$ cat config.mk
export PLATFORM = sky130hd
export DESIGN_NAME = pulse_train_generator
export DESIGN_NICKNAME = d
export VERILOG_FILES = /design/src/rtl/pulse_train_generator.sv
export SDC_FILE = /design/constraint.sdc
export NUM_CORES = 1
export LEC_CHECK = 0
export ABC_AREA = 1
export CAP_MARGIN = 25
export CORE_MARGIN = 2
export CORE_UTILIZATION = 40
export CTS_CLUSTER_DIAMETER = 200
export DETAILED_ROUTE_END_ITERATION = 8
export HOLD_SLACK_MARGIN = 0.05
export PLACE_DENSITY = 0.72
export REMOVE_ABC_BUFFERS = 1
export SYNTH_ARGS = -nofsm -noshare
export SYNTH_HDL_FRONTEND = slang
export SYNTH_SLANG_ARGS = --single-unit
$ cat constraint.sdc
create_clock -name clk -period 5.27 [get_ports clk]
set_input_delay 0.7905 -clock clk [delete_from_list [all_inputs] [get_ports clk]]
set_output_delay 0.7905 -clock clk [all_outputs]
set_load 0.03 [all_outputs]
$ cat src/rtl/pulse_train_generator.sv
// pulse_train_generator
// Emits a train of N rising edges on dout, each pulse H clocks high and
// separated by L clocks low. Config is captured on an accepted start; the
// requester sees busy for the whole train and a one-cycle done strobe.
//
// Handshake: start is a request that is sampled only in IDLE; it is accepted
// on the clock edge where state==IDLE and start==1, and busy rises on that
// same edge. Requests presented while busy is high (including the DONE cycle)
// are dropped, not queued. abort cancels any non-IDLE state on the next edge
// and has priority over every other transition; in IDLE it has no effect.
module pulse_train_generator #(
    parameter int CNT_W = 8
) (
    input  logic             clk,
    input  logic             resetn,
    input  logic             start,
    input  logic [CNT_W-1:0] num_pulses,
    input  logic [CNT_W-1:0] high_cycles,
    input  logic [CNT_W-1:0] low_cycles,
    input  logic             abort,
    output logic             dout,
    output logic             busy,
    output logic             done,
    output logic [CNT_W-1:0] pulses_sent,
    output logic [1:0]       state_dbg
);

    typedef enum logic [1:0] {
        S_IDLE = 2'd0,
        S_HIGH = 2'd1,
        S_LOW  = 2'd2,
        S_DONE = 2'd3
    } state_t;

    localparam logic [CNT_W-1:0] ONE = CNT_W'(1);

    state_t           state;
    logic [CNT_W-1:0] n_q;
    logic [CNT_W-1:0] h_q;
    logic [CNT_W-1:0] l_q;
    // Clocks spent in the current HIGH/LOW phase, starting at 1 on entry, so
    // a phase of width W ends on the edge where phase_cnt == W. This keeps the
    // maximum width 2^CNT_W-1 representable without wrap.
    logic [CNT_W-1:0] phase_cnt;

    // Current state is exported as-is for checkers and debug.
    assign state_dbg = state;

    // Train sequencer: state, latched config, phase counter and all outputs.
    always_ff @(posedge clk or negedge resetn) begin
        if (!resetn) begin
            state       <= S_IDLE;
            n_q         <= '0;
            h_q         <= '0;
            l_q         <= '0;
            phase_cnt   <= '0;
            dout        <= 1'b0;
            busy        <= 1'b0;
            done        <= 1'b0;
            pulses_sent <= '0;
        end else if (state != S_IDLE && abort) begin
            // Cancel: drop to IDLE, keep the edge count for the requester.
            state <= S_IDLE;
            dout  <= 1'b0;
            busy  <= 1'b0;
            done  <= 1'b0;
        end else begin
            case (state)
                S_IDLE: begin
                    if (start) begin
                        n_q       <= num_pulses;
                        // A zero width would give no visible phase; treat it as 1.
                        h_q       <= (high_cycles == '0) ? ONE : high_cycles;
                        l_q       <= (low_cycles == '0) ? ONE : low_cycles;
                        phase_cnt <= ONE;
                        busy      <= 1'b1;
                        if (num_pulses != '0) begin
                            state       <= S_HIGH;
                            dout        <= 1'b1;
                            pulses_sent <= ONE;
                        end else begin
                            state       <= S_DONE;
                            done        <= 1'b1;
                            pulses_sent <= '0;
                        end
                    end
                end
                S_HIGH: begin
                    if (phase_cnt >= h_q) begin
                        dout      <= 1'b0;
                        phase_cnt <= ONE;
                        if (pulses_sent < n_q) begin
                            state <= S_LOW;
                        end else begin
                            // Last pulse: no trailing low phase.
                            state <= S_DONE;
                            done  <= 1'b1;
                        end
                    end else begin
                        phase_cnt <= phase_cnt + ONE;
                    end
                end
                S_LOW: begin
                    if (phase_cnt >= l_q) begin
                        state       <= S_HIGH;
                        dout        <= 1'b1;
                        phase_cnt   <= ONE;
                        pulses_sent <= pulses_sent + ONE;
                    end else begin
                        phase_cnt <= phase_cnt + ONE;
                    end
                end
                S_DONE: begin
                    state <= S_IDLE;
                    busy  <= 1'b0;
                    done  <= 1'b0;
                end
                default: begin
                    state <= S_IDLE;
                    dout  <= 1'b0;
                    busy  <= 1'b0;
                    done  <= 1'b0;
                end
            endcase
        end
    end

endmodule

Word level (Yosys, flattened, before mapping) --
Index checks and enable logic that the tools add are counted.
Word-level totals: word-level logic and storage cells 76, input port bits 28, register bits 45
Cells by class: add/subtract/negate cells 2, bitwise operators 1, eq/ne operators 11, muxes and demuxes 32, $lt $le $gt $ge 3, reduce and logical (&&, ||, !) cells 18
Operators with widths (number):
- 8-bit 2-to-1 mux | 7
- 8-bit one-hot mux with 3 select lines | 1
- 3-bit != test (second input constant) | 6
- 8-bit by 1-bit adder with 8-bit output (second input constant) | 2
- 8-bit greater-or-equal comparator | 2
- 8-bit logical NOT | 2
- 8-bit one-hot mux with 2 select lines | 1
- 1-bit 2-to-1 mux | 14
- 2-bit 2-to-1 mux | 5
- 5-bit AND reduction | 2
- 3-bit AND reduction | 3
- 8-bit < comparator | 1
- 2-bit one-hot mux with 4 select lines | 1
- 4-bit nonzero test | 2
- 8-bit nonzero test | 1
- 1-bit one-hot mux with 3 select lines | 2
- 3-bit nonzero test | 2
- 2-bit equality test (second input constant) | 2
- 2-bit != test (second input constant) | 2
- 4-bit AND reduction | 1
- 2-bit nonzero test | 2
- 2-bit by 1-bit equality test with 1-bit output (second input constant) | 1
- 2-bit logical NOT | 1
- 1-bit one-hot mux with 2 select lines | 1
- 3 further kinds | 3

Depth between registers and ports, before layout --
Gate-level depths: netlist of run 1.
word-level depth 5, mapped depth 14, mapped depth without buffers 14

Least setup slack after synthesis of run 1 --
Ideal clock, no wire load.
path kind register to register, from register state[0], in the netlist state_dbg[0], to register pulses_sent[5], cell stages (with the launch flop) 11, required time 5.175 ns, library setup time 0.095 ns, path buffers 1, slack 3.305 ns, data arrival time 1.870 ns, period minus slack after synthesis 1.965 ns, path through dfrtp_1 -> inv_1 -> ha_1 -> inv_2 -> nor2_2 -> inv_2 -> nand2_1 -> a21oi_1 -> nand2_1 -> buf_6 -> o31ai_1
Between the ends: longest elaborated chain between the ends 4, elaborated cells between the ends (all ways) 10, those cells by class eq/ne (3); mux (1); bitwise (1); reduce/logical (5)
Ends and longest elaborated chain:
- start: declaration | RTL line 37 | state_t state;
- start signal: assignment | RTL line 52 | state <= S_IDLE;
- start signal: assignment | RTL line 63 | state <= S_IDLE;
- start signal: assignment | RTL line 78 | state <= S_HIGH;
- parallel branches: the longest is 4 deep, another holds 4-bit AND reduction
- end signal: assignment | RTL line 108 | pulses_sent <= pulses_sent + ONE;
- end: declaration | RTL line 24 | output logic [CNT_W-1:0] pulses_sent,
Parallel ways; which one is timed is not known. A chain may end at the register's enable or synchronous reset.

Final worst setup path of run 1 --
from input start, to register busy
Between the ends: longest elaborated chain between the ends 2
Ends and longest elaborated chain:
- start: declaration | RTL line 16 | input logic start,
- 3-bit != test (no line)
- 2-bit AND reduction (no line)
- end signal: assignment | RTL line 58 | busy <= 1'b0;
- end signal: assignment | RTL line 65 | busy <= 1'b0;
- end signal: assignment | RTL line 76 | busy <= 1'b1;
- end: declaration | RTL line 22 | output logic busy,
No other way between the ends.

==> impl_metrics.env, run 1 <==
export IMPL_cts_buffer_depth=2
export IMPL_period_share=0.524
export IMPL_tritoncts="built"
export IMPL_outcome="completed"
export IMPL_worstMarginPinSlew_ns=0.913
export IMPL_dp_cells=482
export IMPL_cts_hold_buffers_added=0
export IMPL_drcViolationCount=0
export IMPL_avgSynthCellArea_um2=7.95
export IMPL_netlist_instances=353
export IMPL_p_leak_nw=1.68
export IMPL_avgRoutedWirePerCell_um=11.6
export IMPL_cts_resized=0
export IMPL_r2r_cells=5
export IMPL_gp_congestion=0.838
export IMPL_synth_top_area_frac=0.401
export IMPL_grt_overflow=0
export IMPL_clock_sinks=45
export IMPL_path_class="in2reg"
export IMPL_yosysWarningCount=0
export IMPL_core_area_mm2=0.00679
export IMPL_initialDrtViolationCount=71
export IMPL_cp_top_family="buffers and inverters"
export IMPL_min_path_type="in2async"
export IMPL_post_route_min_period_ns=2.76
export IMPL_finalWirelength_um=5690
export IMPL_antenna_cells=0
export IMPL_synth_edff_count=0
export IMPL_synthMostInstantiatedCell="nand2_1"
export IMPL_crit_chain="clkdlybuf4s50_1 -> nand2_1 -> clkinv_1 -> o22a_2"
export IMPL_io_pins=41
export IMPL_setup_viol_count_final=0
export IMPL_layout_setup_ws_ns=2.51
export IMPL_p_clk_frac=0.143
export IMPL_end_kind="flop"
export IMPL_initial_utilization=0.413
export IMPL_path_buf_inv=2
export IMPL_route_antenna_remaining_nets=0
export IMPL_post_cts_setup_buffers=0
export IMPL_synthArstFlopShare=1.00
export IMPL_maxCapViolations=0
export IMPL_grt_use_total=0.164
export IMPL_final_nets=451
export IMPL_crit_slowest_cell="nand2_1"
export IMPL_grt_pass1_wl_um=9920
export IMPL_fin_hold_ws_ns=0.396
export IMPL_nFillCells=660
export IMPL_cts_root_buffer="clkbuf_8"
export IMPL_path_clk_slew_ns=0.09
export IMPL_drt_pass1_iterations=4
export IMPL_synth_seq_cells=45
export IMPL_synth_ff_type="dfrtp_1"
export IMPL_fmax_mhz=362
export IMPL_cp_max_fo=33
export IMPL_powerDensity_mw_per_mm2=456
export IMPL_htreeDepth=2
export IMPL_final_hold_violation_count=0
export IMPL_reg2reg_slack_ns=2.58
export IMPL_cts_made_buffers=5
export IMPL_cpPeakStageDelay_ns=0.69
export IMPL_ys_seq_area_frac=0.401
export IMPL_die_w_um=87.8
export IMPL_insertion_delay_ns=0.30
export IMPL_ys_types=31
export IMPL_p_sw_frac=0.444
export IMPL_setup_tns_ns=0
export IMPL_pwr_share_seq=0.354
export IMPL_num_rows=30
export IMPL_grt_max_degree=46
export IMPL_p_sw_uw=685
export IMPL_io_buffer_count=40
export IMPL_drive_gt1_frac=0.0457
export IMPL_dieArea_mm2=0.00770
export IMPL_rsz0062_at_grt="false"
export IMPL_synth_area_top_cells="dfrtp_1, ha_1, nand2_1, inv_1, o21ai_0"
export IMPL_die_h_um=87.8
export IMPL_syn_to_final_growth_pct=20.6
export IMPL_grt_pass1_vias=2247
export IMPL_fin_cells=490
export IMPL_required_ns=5.46
export IMPL_synth_common_cells="nand2_1, inv_1, dfrtp_1"
export IMPL_finalPower_mw=1.54
export IMPL_irDropWorstVdd_mv=0.138
export IMPL_place_ws_ns=2.15
export IMPL_antenna_found_initial=0
export IMPL_slew_violations=0
export IMPL_fin_skew_ns=0.00942
export IMPL_r2r_end="busy"
export IMPL_p_int_uw=859
export IMPL_critPathLaunchType="input port"
export IMPL_syn_cell_area_mm2=0.00281
export IMPL_r2r_start="state_dbg[0]"
export IMPL_maxSlewHeadroom=0.390
export IMPL_power_frac_comb=0.502
export IMPL_vias=2345
export IMPL_cp_arrival_ns=2.96
export IMPL_viasPerCell=4.79
export IMPL_post_dp_hpwl_um=4310
export IMPL_synth_top_cell_by_area="dfrtp_1"
how the worst max path moves through the flow:
stage,start,depth (start not counted),slack [ns],end
2_1_floorplan,state_dbg[0],5,2.90,busy
3_5_place_dp,start,4,2.15,busy
5_1_grt,start,4,2.23,busy
6_report,start,4,2.51,busy
4_1_cts,start,4,2.47,busy
3_3_place_gp,start,4,2.26,busy
logic make-up after synthesis:
group / Yosys count / share of synthesized area
flip-flops: 45 / 0.401
XOR/XNOR: 10 / 0.0312
AO/OA/AOI/OAI: 67 / 0.134
buffers and inverters: 69 / 0.0990
adder cells (fa/ha/maj): 29 / 0.129
AND/OR/NAND/NOR: 133 / 0.206
power groups by stage:
stage          clock (mW)  sequential [mW]  combinational [mW]
5_1_grt             0.239            0.563               0.898
3_5_place_dp            0            0.553               0.773
2_1_floorplan           0            0.584               0.513
6_report            0.221            0.547               0.775
4_1_cts             0.229            0.546               0.779
3_3_place_gp            0            0.549               0.745
cell usage in the layout, fill, tap and decap left out, drive strengths merged:
| cell type | n |
|---|---|
| dfrtp | 45 |
| o21ai | 36 |
| o31ai | 4 |
| nand3 | 11 |
| xor2 | 7 |
| a21o | 1 |
| o22a | 1 |
| clkdlybuf4s50 | 39 |
| inv | 61 |
| o21bai | 1 |
| a21oi | 17 |
| a211oi | 1 |
| nand4 | 8 |
| buf | 2 |
| nor3 | 2 |
| a21boi | 2 |
| clkbuf | 7 |
| clkinv | 1 |
| o21a | 2 |
| nor4 | 2 |
| a41oi | 2 |
| nand2 | 89 |
| ha | 29 |
| xnor2 | 3 |
| nor2 | 21 |
final cells by class:
class	instances	area [um^2]	area share
clock buffers	7	86.3	0.0255
inverters	62	235	0.0695
multi-input cells	239	1400	0.414
flip-flops and latches	45	1130	0.333
well taps	96	120	0.0355
repair buffers	41	415	0.123
per-stage QoR:
step           area, um^2  utilization
2_1_floorplan        2760            -
3_3_place_gp         3280        0.483
3_5_place_dp         3280        0.483
4_1_cts              3370        0.495
5_1_grt              3390        0.498
6_report             3390        0.498
worst register-to-register path, stage by stage (launching register included):
cell,delay [ns]
dfrtp_1,0.47
inv_1,0.12
ha_1,0.27
nand2_1,0.69
clkinv_1,0.64
o22a_2,0.40
state kept, by name (all words and copies together) (netlist names):
signal       flops
pulses_sent      8
dout             1
n_q              8
state_dbg        2
l_q              8
h_q              8
phase_cnt        8
done             1
busy             1
metal layers:
metal	wire length, um	GRT usage
met4	99	0.0643
met2	2700	0.273
met3	166	0.0320
met1	2720	0.210
met5	0	0
Note: power is estimated with default switching activity, not from simulation.
==> inputs of run 2 (changes only) <==
==> constraint.sdc (replaced) <==
create_clock -name clk -period 2.7 [get_ports clk]
set_input_delay 0.405 -clock clk [delete_from_list [all_inputs] [get_ports clk]]
set_output_delay 0.405 -clock clk [all_outputs]
set_load 0.03 [all_outputs]
==> run 2 against run 1 <==
Flip-flop and latch count stayed put. Clock skew is 0.00053 ns lower. Largest cell class unchanged. Via count increased by 2.0%.
==> impl_metrics.env, run 2 (same netlist as run 1, synthesis figures left out) <==
export IMPL_outcome="completed"
export IMPL_setup_viol_count_final=0
export IMPL_grt_pass1_vias=2427
export IMPL_fmax_mhz=477
export IMPL_route_antenna_remaining_nets=0
export IMPL_dieArea_mm2=0.00770
export IMPL_powerDensity_mw_per_mm2=880
export IMPL_critPathLaunchType="flop"
export IMPL_required_ns=2.88
export IMPL_setup_tns_ns=0
export IMPL_grt_max_degree=46
export IMPL_initialDrtViolationCount=131
export IMPL_io_pins=41
export IMPL_worstMarginPinSlew_ns=0.449
export IMPL_viasPerCell=4.87
export IMPL_final_cell_mix="nand2_1, inv_1, dfrtp_1"
export IMPL_htreeDepth=2
export IMPL_cp_arrival_ns=2.28
export IMPL_gp_congestion=0.818
export IMPL_antenna_cells=0
export IMPL_nFillCells=652
export IMPL_avgRoutedWirePerCell_um=12.1
export IMPL_dp_cells=483
export IMPL_min_path_type="reg2reg"
export IMPL_grt_overflow=0
export IMPL_io_buffer_count=40
export IMPL_initial_utilization=0.413
export IMPL_die_w_um=87.8
export IMPL_fin_skew_ns=0.00889
export IMPL_fin_cells=491
export IMPL_irDropWorstVdd_mv=0.257
export IMPL_syn_to_final_growth_pct=20.8
export IMPL_core_area_mm2=0.00679
export IMPL_cp_max_fo=14
export IMPL_post_route_min_period_ns=2.10
export IMPL_vias=2391
export IMPL_antenna_found_initial=0
export IMPL_seqCellArea_mm2=0.00113
export IMPL_maxCapViolations=0
export IMPL_end_kind="flop"
export IMPL_final_hold_violation_count=0
export IMPL_post_dp_hpwl_um=4530
export IMPL_maxSlewHeadroom=0.698
export IMPL_clock_sinks=45
export IMPL_drcViolationCount=0
export IMPL_period_share=0.777
export IMPL_finalWirelength_um=5950
export IMPL_multi_input_area_mm2=0.00140
export IMPL_die_h_um=87.8
export IMPL_cts_buffer_depth=2
export IMPL_cts_made_buffers=5
export IMPL_p_leak_nw=1.69
export IMPL_path_class="reg2reg"
export IMPL_grt_use_total=0.172
export IMPL_slew_violations=0
export IMPL_rsz0062_at_grt="false"
export IMPL_insertion_delay_ns=0.29
export IMPL_layout_commonest_cell="nand2_1"
export IMPL_final_nets=453
export IMPL_post_cts_setup_buffers=0
export IMPL_tritoncts="built"
export IMPL_drt_pass1_iterations=4
export IMPL_grt_pass1_wl_um=10500
export IMPL_cts_root_buffer="clkbuf_8"
export IMPL_drive_gt1_frac=0.0481
export IMPL_path_clk_slew_ns=0.09
export IMPL_num_rows=30
[run 2: cell types whose count changed in the layout (fill, tap and decap cells not counted), sizes merged]
cell | before | now
buf | 2 | 3
clkbuf | 7 | 5
clkinv | 1 | 2
dlygate4sd3 | 0 | 1
[run 2: power breakdown]
group	internal [mW]	switching [mW]	total, mW
Clock	0.171	0.223	0.394
Sequential	0.913	0.154	1.07
Combinational	0.562	0.960	1.52
Total	1.65	1.34	2.98
[run 2: cell type report]
class,instances,area share
multi-input combinational,239,0.414
sequential,45,0.332
timing repair buffer,43,0.128
inverter,62,0.0694
tap,96,0.0354
clock buffer,5,0.0203
clock inverter,1,0.00148
[run 2: per-layer routing]
layer  wire, um  share of wire  global-route usage  vias up
met5          0              0                   0        -
met4         76          0.013              0.0601        0
met3        231          0.039              0.0320        7
met2       2970           0.50               0.305       55
met1       2680           0.45               0.208     1108
li1           -              -                   -     1221
[run 2: path summary, 6_finish.rpt]
kind	from	end	slack, ns	depth (start not counted)
max	state_dbg[0]	pulses_sent[4]	0.60	10
min	done	done	0.48	2
max reg2reg	state_dbg[0]	pulses_sent[4]	0.60	10
min reg2reg	done	done	0.48	2
max in group asynchronous	resetn	h_q[6]	1.69	3
min in group asynchronous	resetn	pulses_sent[3]	0.52	2
[run 2: worst max-delay path, stage by stage (launching register included)]
cell and delay (ns):
dfrtp_1 0.48, inv_1 0.12, ha_1 0.27, inv_2 0.13, nor2_2 0.06, inv_2 0.09, nand2_1 0.07, a21oi_1 0.16
nand2_1 0.30, o21ai_0 0.25, a21oi_1 0.06
[run 2: stage by stage]
stage | util | worst slack, ns | hold WS (ns) | power (mW) | cell area (um^2)
final | 0.499 | 0.603 | 0.483 | 2.98 | 3390
after global routing | 0.499 | 0.377 | 0.515 | 3.31 | 3390
after CTS | 0.495 | 0.633 | 0.315 | 3.00 | 3360
after detailed placement | 0.484 | 0.648 | 0.471 | 2.60 | 3290
after global placement | 0.484 | 0.733 | 0.466 | 2.53 | 3290
after floorplan | - | 0.334 | 0.109 | 2.14 | 2760
[run 2: what timing repair did]
item,CTS,global route
hold buffers,0,1
hold endpoints to repair,0,11
gates resized for setup,0,0
==> inputs of run 3 (changes only) <==
--- a/config.mk
+++ b/config.mk
@@ -12,7 +12,7 @@
 export CTS_CLUSTER_DIAMETER = 200
 export DETAILED_ROUTE_END_ITERATION = 8
 export HOLD_SLACK_MARGIN = 0.05
-export PLACE_DENSITY = 0.72
+export PLACE_DENSITY = 0.74
 export REMOVE_ABC_BUFFERS = 1
 export SYNTH_ARGS = -nofsm -noshare
 export SYNTH_HDL_FRONTEND = slang
==> constraint.sdc (replaced) <==
create_clock -name clk -period 1.75 [get_ports clk]
set_input_delay 0.2625 -clock clk [delete_from_list [all_inputs] [get_ports clk]]
set_output_delay 0.2625 -clock clk [all_outputs]
set_load 0.03 [all_outputs]
==> run 3 against run 2 <==
The flow now finishes with violations (negative setup slack). Wire length grew 12%. Sequential share of layout area is 3.9 points lower. First-iteration DRC count down 19%. Utilization rose by 6.9 points. Global-route usage grew 0.42 points. Setup slack got worse by 0.61 ns. Final area rose by 14%. Highest routed layer unchanged. Total power is 84% higher. Hold slack got worse by 0.068 ns.
==> impl_metrics.env, run 3 (same netlist as run 1, synthesis figures left out) <==
export IMPL_worstMarginPinSlew_ns=0.411
export IMPL_die_w_um=87.8
export IMPL_grt_pass1_wl_um=10600
export IMPL_post_route_min_period_ns=1.75
export IMPL_path_clk_slew_ns=0.09
export IMPL_cp_common_cell="nand3_1"
export IMPL_syn_to_final_growth_pct=37.4
export IMPL_htreeDepth=2
export IMPL_crit_chain="ha_4 -> a21oi_2 -> o21a_1 -> buf_4 -> nand3_1 -> nand2_1 -> nand3_1 -> o21ai_0 -> inv_1"
export IMPL_cp_arrival_ns=1.94
export IMPL_avgRoutedWirePerCell_um=12.8
export IMPL_period_share=1.00
export IMPL_p_sw_mw=2.47
export IMPL_initial_utilization=0.413
export IMPL_cts_made_buffers=5
export IMPL_drcViolationCount=0
export IMPL_fmax_mhz=570
export IMPL_pwr_share_seq=0.294
export IMPL_multi_input_area_mm2=0.00162
export IMPL_drt_pass1_iterations=4
export IMPL_final_cell_mix="nand2_1, inv_1, dfrtp_1"
export IMPL_p_int_mw=3.02
export IMPL_fin_skew_ns=0.00722
export IMPL_violations="negative setup slack"
export IMPL_cp_max_fo=3
export IMPL_cpPeakStageDelay_ns=0.46
export IMPL_outcome="finished, violations left"
export IMPL_powerDensity_mw_per_mm2=1420
export IMPL_p_leak_nw=1.91
export IMPL_r2r_start="phase_cnt[7]"
export IMPL_nFillCells=598
export IMPL_post_dp_hpwl_um=4850
export IMPL_end_kind="flop"
export IMPL_initialDrtViolationCount=106
export IMPL_p_sw_frac=0.450
export IMPL_required_ns=1.94
export IMPL_antenna_cells=0
export IMPL_cts_buffer_depth=2
export IMPL_io_buffer_count=40
export IMPL_grt_overflow=0
export IMPL_maxSlewHeadroom=0.726
export IMPL_r2r_cells=9
export IMPL_slew_violations=0
export IMPL_crit_start="phase_cnt[7]"
export IMPL_finish_utilization=0.568
export IMPL_io_pins=41
export IMPL_p_clk_frac=0.115
export IMPL_vias=2502
export IMPL_dieArea_mm2=0.00770
export IMPL_gp_congestion=0.897
export IMPL_final_hold_violation_count=0
export IMPL_drive_gt1_frac=0.223
export IMPL_grt_max_degree=33
export IMPL_route_antenna_remaining_nets=0
export IMPL_viasPerCell=4.79
export IMPL_num_rows=30
export IMPL_layout_commonest_cell="nand2_1"
export IMPL_irDropWorstVdd_mv=0.430
export IMPL_rsz0062_at_grt="true"
export IMPL_insertion_delay_ns=0.30
export IMPL_seqCellArea_mm2=0.00113
export IMPL_critPathLaunchType="flop"
export IMPL_antenna_found_initial=0
export IMPL_setup_viol_count_final=1
export IMPL_finalWirelength_um=6670
export IMPL_grt_use_total=0.176
export IMPL_grt_pass1_vias=2451
export IMPL_power_frac_comb=0.591
export IMPL_layout_setup_ws_ns=-0.00418
export IMPL_die_h_um=87.8
export IMPL_path_class="reg2reg"
export IMPL_cts_root_buffer="clkbuf_8"
export IMPL_tritoncts="built"
export IMPL_fin_hold_ws_ns=0.415
export IMPL_clock_sinks=45
export IMPL_maxCapViolations=0
export IMPL_final_nets=482
export IMPL_core_area_mm2=0.00679
export IMPL_min_path_type="in2async"
export IMPL_crit_slowest_cell="dfrtp_2"
==> run 3: cell types whose count changed in the layout (fill, tap and decap cells not counted), sizes merged <==
cell,delta
buf,+29
clkdlybuf4s50,-7
dlygate4sd2,+4
dlymetal6s2s,+3
clkbuf,+1
clkinv,+1
==> run 3: worst paths after layout <==
check / to / slack [ns]
setup / recovery: phase_cnt[0] / -0.004
hold / removal: n_q[6] / 0.41
setup reg to reg: phase_cnt[0] / -0.004
hold reg to reg: done / 0.48
max in group asynchronous: phase_cnt[1] / 0.82
min in group clk: done / 0.48
==> run 3: power groups by stage <==
stage               clock network (mW)  registers, mW  logic, mW
CTS                              0.648           1.60       2.71
detailed placement                   0           1.62       2.68
finish                           0.630           1.61       3.25
floorplan                            0           1.76       1.55
global placement                     0           1.61       2.61
global route                     0.697           1.66       3.65
==> run 3: layout make-up <==
cell class | count | area share
clock inverters | 2 | 0.00259
inverters | 62 | 0.0623
flip-flops and latches | 45 | 0.293
well taps | 96 | 0.0311
repair buffers | 72 | 0.172
multi-input cells | 239 | 0.420
clock buffers | 6 | 0.0188
==> run 3: metal layers <==
| metal | global-route usage | vias up | wire length (um) |
|---|---|---|---|
| met5 | 0 | - | 0 |
| met1 | 0.214 | 1169 | 2880 |
| li1 | - | 1278 | - |
| met3 | 0.0339 | 8 | 228 |
| met4 | 0.0559 | 0 | 83 |
| met2 | 0.313 | 47 | 3480 |
==> run 3: critical path, delay by kind of cell (launching register included) <==
family | cells | cell delay (ns)
DFF | 1 | 0.46
buffers and inverters | 2 | 0.20
AOI/OAI and AO/OA | 3 | 0.44
adders and majority gates | 1 | 0.26
and+or+nand+nor | 3 | 0.27
==> run 3: repair_timing <==
action	4_1_cts	5_1_grt
setup buffers	0	5
pin swaps	0	16
hold buffers	1	0
setup endpoints to repair	12	23
hold endpoints to repair	16	0
resized for setup	7	60
==> run 3: per-stage QoR <==
stage	setup TNS, ns	instances	setup slack [ns]	cell area, um^2	total power, mW
after floorplan	-6.97	346	-0.616	2760	3.30
after global placement	-0.249	508	-0.0532	3490	4.22
after detailed placement	-0.466	508	-0.112	3490	4.30
after CTS	-0.00184	517	-0.00184	3580	4.96
after global routing	-0.612	522	-0.0768	3860	6.00
final	-0.00418	522	-0.00418	3860	5.49
